File: src/rtl/store_buffer.sv
// store_buffer
//
// Store queue in front of the single-ported data memory of the MEM stage.
// A store is accepted in the cycle it is presented. It drains to memory on
// any cycle without a load. Loads always own the memory port. Load data is
// forwarded from buffered stores (youngest match wins) and comes back one
// cycle later, in step with the memory's synchronous read.
//
// Ports
//   clk_i / rst_ni       clock, asynchronous active-low reset
//   st_valid_i/addr/data store request from EX/MEM
//   ld_valid_i/addr      load request from EX/MEM
//   stall_o              store not accepted this cycle; pipeline holds
//   mem_addr_o/wd/we     data memory port (combinational)
//   mem_rd_i             memory read data, valid the cycle after the address
//   ld_data_o/valid_o    load result for MEM/WB, one cycle after the load
//   count_o / empty_o    occupancy of the buffer
module store_buffer #(
    parameter int DEPTH     = 4,
    parameter int MEM_WORDS = 256
) (
    input  logic                       clk_i,
    input  logic                       rst_ni,
    input  logic                       st_valid_i,
    input  logic [15:0]                st_addr_i,
    input  logic [15:0]                st_data_i,
    input  logic                       ld_valid_i,
    input  logic [15:0]                ld_addr_i,
    output logic                       stall_o,
    output logic [15:0]                mem_addr_o,
    output logic [15:0]                mem_wd_o,
    output logic                       mem_we_o,
    input  logic [15:0]                mem_rd_i,
    output logic [15:0]                ld_data_o,
    output logic                       ld_data_valid_o,
    output logic [$clog2(DEPTH+1)-1:0] count_o,
    output logic                       empty_o
);

    localparam int PW = $clog2(DEPTH);
    localparam int CW = $clog2(DEPTH+1);
    localparam logic [CW-1:0] FULL = CW'(DEPTH);

    logic [15:0]   addr_q [DEPTH];
    logic [15:0]   data_q [DEPTH];
    logic [PW-1:0] head_q, head_d;
    logic [PW-1:0] tail_q, tail_d;
    logic [CW-1:0] count_q, count_d;

    logic          ld_valid_q;
    logic          fwd_hit_q, fwd_hit_d;
    logic [15:0]   fwd_data_q, fwd_data_d;

    logic          pop;
    logic          accept;
    logic          push;
    logic          in_range;
    logic [PW-1:0] idx;

    // Loads own the port, so the head can only drain on load-free cycles.
    assign pop      = !ld_valid_i && (count_q != '0);
    assign accept   = st_valid_i && !ld_valid_i && (count_q < FULL);
    assign in_range = {16'h0, st_addr_i} < 32'(MEM_WORDS);
    // Out-of-range stores are acknowledged but dropped on the floor.
    assign push     = accept && in_range;

    assign stall_o  = st_valid_i && (ld_valid_i || (count_q == FULL));

    always_comb begin
        mem_addr_o = '0;
        mem_wd_o   = '0;
        mem_we_o   = 1'b0;
        if (ld_valid_i) begin
            mem_addr_o = ld_addr_i;
        end else if (count_q != '0) begin
            mem_addr_o = addr_q[head_q];
            mem_wd_o   = data_q[head_q];
            mem_we_o   = 1'b1;
        end
    end

    always_comb begin
        head_d  = pop  ? head_q + PW'(1) : head_q;
        tail_d  = push ? tail_q + PW'(1) : tail_q;
        count_d = count_q;
        if (push && !pop) begin
            count_d = count_q + CW'(1);
        end else if (pop && !push) begin
            count_d = count_q - CW'(1);
        end
    end

    // Walk occupied entries oldest to youngest; later matches overwrite
    // earlier ones so the youngest store wins.
    always_comb begin
        fwd_hit_d  = 1'b0;
        fwd_data_d = '0;
        idx        = '0;
        for (int i = 0; i < DEPTH; i++) begin
            idx = head_q + PW'(i);
            if ((i < int'(count_q)) && (addr_q[idx] == ld_addr_i)) begin
                fwd_hit_d  = 1'b1;
                fwd_data_d = data_q[idx];
            end
        end
    end

    always_ff @(posedge clk_i or negedge rst_ni) begin
        if (!rst_ni) begin
            head_q     <= '0;
            tail_q     <= '0;
            count_q    <= '0;
            ld_valid_q <= 1'b0;
            fwd_hit_q  <= 1'b0;
            fwd_data_q <= '0;
        end else begin
            head_q     <= head_d;
            tail_q     <= tail_d;
            count_q    <= count_d;
            ld_valid_q <= ld_valid_i;
            fwd_hit_q  <= ld_valid_i && fwd_hit_d;
            fwd_data_q <= fwd_data_d;
        end
    end

    // Entry storage needs no reset: occupancy alone decides what is live.
    always_ff @(posedge clk_i) begin
        if (push) begin
            addr_q[tail_q] <= st_addr_i;
            data_q[tail_q] <= st_data_i;
        end
    end

    assign ld_data_valid_o = ld_valid_q;
    assign ld_data_o       = !ld_valid_q ? 16'h0 : (fwd_hit_q ? fwd_data_q : mem_rd_i);
    assign count_o         = count_q;
    assign empty_o         = (count_q == '0);

endmodule

File: config.mk
export PLATFORM = sky130hd
export DESIGN_NAME = store_buffer
export DESIGN_NICKNAME = d
export VERILOG_FILES = /design/src/rtl/store_buffer.sv
export SDC_FILE = /design/constraint.sdc
export NUM_CORES = 1
export LEC_CHECK = 0
export CORE_MARGIN = 3
export CORE_UTILIZATION = 50
export CTS_BUF_LIST = sky130_fd_sc_hd__clkbuf_8
export CTS_CLUSTER_SIZE = 28
export DETAILED_ROUTE_END_ITERATION = 10
export GPL_ROUTABILITY_DRIVEN = 0
export PLACE_DENSITY_LB_ADDON = 0.2
export SYNTH_ARGS = -nofsm -noshare
export SYNTH_HDL_FRONTEND = slang
export SYNTH_SLANG_ARGS = --single-unit
export TNS_END_PERCENT = 30
File: constraint.sdc
create_clock -name clk_i -period 6 [get_ports clk_i]
set_input_delay 1.2 -clock clk_i [delete_from_list [all_inputs] [get_ports clk_i]]
set_output_delay 1.2 -clock clk_i [all_outputs]
set_load 0.05 [all_outputs]
# Yosys cells after proc, flatten, opt, wreduce, memory -nomap -nowiden
# Memory sizes are Yosys's and may differ from the RTL's.
# Cells that the tools add are included.
# totals
ff_bits	25
ram_bits	128
input_bits	68
out_inout_bits	55
elab_cells	64
n_memories	2
# op_classes
addsub	6
order_cmp	6
eq_ne	5
mux	20
n_reduce_logical	19
# mem_list
name	words	word_bits	rd	rd_clocked_by_memory_dff	write_ports	line_no	source
addr_q	4	16	4	0	1	44	logic [15:0] addr_q [DEPTH];
data_q	4	16	4	0	1	45	logic [15:0] data_q [DEPTH];
# ops
operator	count
$mux W16	10
$eq A16 B16 Y1	4
$lt A16 B9 Y1 const B	1
$logic_and A1 B1 Y1	12
$mux W1	8
$lt A1 B3 Y1 const A	2
$lt A2 B3 Y1 const A	2
$mux W3	2
$add A2 B1 Y2 const B	2
$add A2 B2 Y2 const B	2
$add A3 B1 Y3 const B	1
$eq A3 B3 Y1 const B	1
$logic_not A1 Y1	3
$logic_not A3 Y1	1
$lt A3 B3 Y1 const B	1
$reduce_bool A3 Y1	1
$sub A3 B1 Y3 const B	1
$reduce_bool A2 Y1	1
$logic_or A1 B1 Y1	1

# Depth between registers and ports, before layout
# depth
ltp_word	8
ltp_mapped	14
depth_no_buf	8

# Least setup slack after synthesis
# OpenSTA, ideal clock, no wires.
# synth_timing
path_type	register -> output
startpoint	register count_q[1] (netlist: count_o[1])
endpoint	output port mem_addr_o[10]
arrival_ns	3.296
path_slack_ns	1.504
stages_incl_launch_ff	9
path_buffers	2
cell_sequence	dfrtp_1 -> inv_1 -> ha_1 -> nor2b_1 -> or2_2 -> clkbuf_1 -> clkinv_1 -> buf_1 -> a22o_1
# synth_via
elab_chain_cells	3
# synth_rtl
item	line_no	source
from (decl)	48	logic [CW-1:0] count_q, count_d;
from (signal assigned)	119	count_q <= count_d;
$reduce_bool A3 Y1	75	end else if (count_q != '0) begin
$mux W16	75	
$mux W16	73	if (ld_valid_i) begin
to (decl)	30	output logic [15:0] mem_addr_o,
# No other way between the ends.

# Final worst setup path
# layout_timing
startpoint	input port ld_valid_i
endpoint	output port mem_addr_o[15]
# layout_via
elab_chain_cells	1
# layout_rtl
item	line_no	source
from (decl)	27	input logic ld_valid_i,
$mux W16	73	
# No other way between the ends.

==> metrics.yaml <==
synthesis:
  synth_warnings: 0
  synth.avg_cell_area_um2: 13.0
  async_flop_share_pct: 16.3
  synthTopCellsByArea: "edfxtp_1 (40%), mux4_2 (10%), mux2i_1 (8.9%)"
  synth_enable_flop_cells: 128
  synth_top_area_share_pct: 39.6
  ys_seq_elements: 153
  synth_fp_nets: 823
  synth_area_leader_cell: "edfxtp_1"
  synth_cell_types: 50
  yosysSeqAreaShare_pct: 46.1
  synth.cell_area_mm2: 0.00970
  yosysMostFrequentCell: "edfxtp_1"
  ys_top_cells_by_count: "edfxtp_1 (128), mux2i_1 (86), nor2_1 (58)"
  synthFlopType: "edfxtp_1"
  syn_inst: 746
route:
  drt-initial-drc-count: 548
  num_vias: 6743
  drc: 0
  post_drt_wl_per_cell_um: 21.9
  drt-pass1-iter-count: 8
  wl_um: 24300
  vias_per_cell: 6.08
  ant_nets: 0
sta:
  hold_viol_final: 0
  fin_tns_setup_ns: 0
  slew_headroom_pct: 34.9
  rsz0062_at_grt: "false"
  fin_crit_ns: 4.95
  setup_viol: 0
  period_share_pct: 82.6
  finClkSkew_ns: 0.00959
  fmax_ghz: 0.202
  worstMarginPinSlew_ns: 0.977
  drv_slew: 0
clocking:
  h-tree-depth: 4
  hold_buffers: 0
  cts-root-buf: "clkbuf_8"
  cts_buffers: 17
  post_cts_buffers: 0
  cts_resized: 0
  clk_path_buf_depth: 2
  path_clk_slew_ns: 0.08
  cts.sinks: 153
  clk_latency_ns: 0.45
  cts_tree: "built"
floorplanning:
  die_w_um: 145
  floorplan.rows: 50
  die-area_mm2: 0.0211
  core-area_mm2: 0.0189
  initial_core_util_pct: 51.3
  io_pins: 123
  die_h_um: 145
final_layout:
  multi_input_area_mm2: 0.00483
  nets: 913
  area_delta_synth_final_pct: 18.4
  regArea_mm2: 0.00448
  drive_above_1_share_pct: 16.0
  postLayoutCoreUtil_pct: 60.7
  fillers: 1516
  n_antenna_cell: 0
  final_area_mm2: 0.0115
  final_cells: 1109
setup_path:
  criticalPathCategory: "input port to primary output"
  cp.required_ns: 4.80
  critPathArrivalTime_ns: 3.75
  start_kind: "input port"
  end_kind: "primary output"
  reg2reg_slack_ns: 1.53
  path_max_fanout: 21
global_routing:
  antenna_found_initial: 0
  grt_pass1_wl_um: 38300
  grt_use_total_pct: 23.1
  overflow: 0
  first_global_vias: 6958
  grt_max_degree: 76
power:
  powerDensity_mw_per_mm2: 390
  combPwrFrac_pct: 50.7
  power_frac_seq_pct: 30.6
  p_leak_nw: 4.03
  power_switching_mw: 1.80
  ir_drop_v: 0.000265
  sw_frac_of_total_pct: 40.3
  p_int_mw: 2.68
  p_clk_share_pct: 18.7
min_path:
  hp-class: "flip-flop to flip-flop"
placed_design:
  io_buffers: 122
  dp.cells: 1077
  placed_area_mm2: 0.0111
  hpwlAfterDp_um: 16500
flow_run:
  drv_cap: 0
outcome:
  status: "finished clean"
-- state kept, by name, summed over array words and instances (netlist names) --
register         count
addr_q              64
data_q              64
fwd_data_q          16
count_o              3
head_q               2
tail_q               2
fwd_hit_q            1
ld_data_valid_o      1
-- layer usage --
layer	part of all wire (%)	vias to the layer above	GRT usage, %
met1	40	3357	28.8
met3	6.3	43	3.78
li1	-	3064	-
met2	51	279	40.5
met4	2.2	0	8.31
met5	0	-	0
-- cells by family after synthesis --
kind of cell / count (synthesis) / synth area share, %
buffers and inverters: 77 / 4.15
multiplexers: 170 / 25.0
XOR/XNOR: 71 / 6.41
adder cells (fa/ha/maj): 9 / 1.16
AND/OR/NAND/NOR: 164 / 8.48
flip-flops: 153 / 46.1
AO/OA/AOI/OAI: 102 / 8.72
-- metrics by stage --
stage,hold WS (ns),worst slack (ns),total power [mW]
final,0.654,1.05,4.48
after global routing,0.695,0.940,4.71
after CTS,0.656,1.03,4.50
after detailed placement,0.645,1.05,3.66
after global placement,0.599,1.06,3.61
after floorplan,0.580,1.50,3.15
-- worst max-delay path: stages --
cell and delay, ns:
clkdlybuf4s50_1 0.39, buf_4 0.22, or2_2 0.54, clkinv_1 0.10
buf_4 0.28, a22o_1 0.20, clkdlybuf4s50_1 0.80
-- layout by cell type (no fill, tap or decap), drive strengths merged, types with 4 or more instances in the layout --
cell type | netlist | routed
a221oi | 5 | 5
a21oi | 5 | 5
or3 | 14 | 14
a22o | 16 | 16
o221a | 14 | 14
nor4 | 12 | 12
nand4 | 5 | 5
dfrtp | 25 | 25
clkbuf | 31 | 19
edfxtp | 128 | 128
clkdlybuf4s50 | 0 | 122
o22a | 13 | 13
inv | 5 | 10
o21ai | 21 | 21
and2 | 7 | 7
a211oi | 14 | 14
mux2 | 32 | 32
bufinv | 0 | 4
nor2b | 18 | 18
nand2 | 25 | 25
nand3 | 5 | 5
nor3 | 14 | 14
xnor2 | 39 | 39
buf | 39 | 19
xor2 | 32 | 32
clkinv | 2 | 5
nor2 | 58 | 58
mux4 | 52 | 52
ha | 9 | 9
mux2i | 86 | 86
-- worst paths after layout --
path | end | start | cells after the start
setup reg to reg | fwd_data_q[12] | head_q[1] | 9
hold / removal | tail_q[1] | tail_q[1] | 2
hold reg to reg | tail_q[1] | tail_q[1] | 2
setup / recovery | mem_addr_o[15] | ld_valid_i | 7
max in group asynchronous | head_q[1] | rst_ni | 2
min in group asynchronous | fwd_data_q[7] | rst_ni | 2
-- area by class of cell --
class / instances / area share (%)
clock buffer: 19 / 2.28
clock inverter: 13 / 1.44
inverter: 7 / 0.229
multi-input combinational: 516 / 42.1
sequential: 153 / 39.0
tap: 260 / 2.83
timing repair buffer: 141 / 12.1
-- power groups by stage --
stage	clock network [mW]	logic [mW]	registers, mW
CTS	0.855	2.27	1.38
finish	0.839	2.27	1.37
global route	0.898	2.41	1.40
global placement	0	2.22	1.39
floorplan	0	1.90	1.25
detailed placement	0	2.26	1.40
No activity file was read; power rests on OpenSTA's default activity.
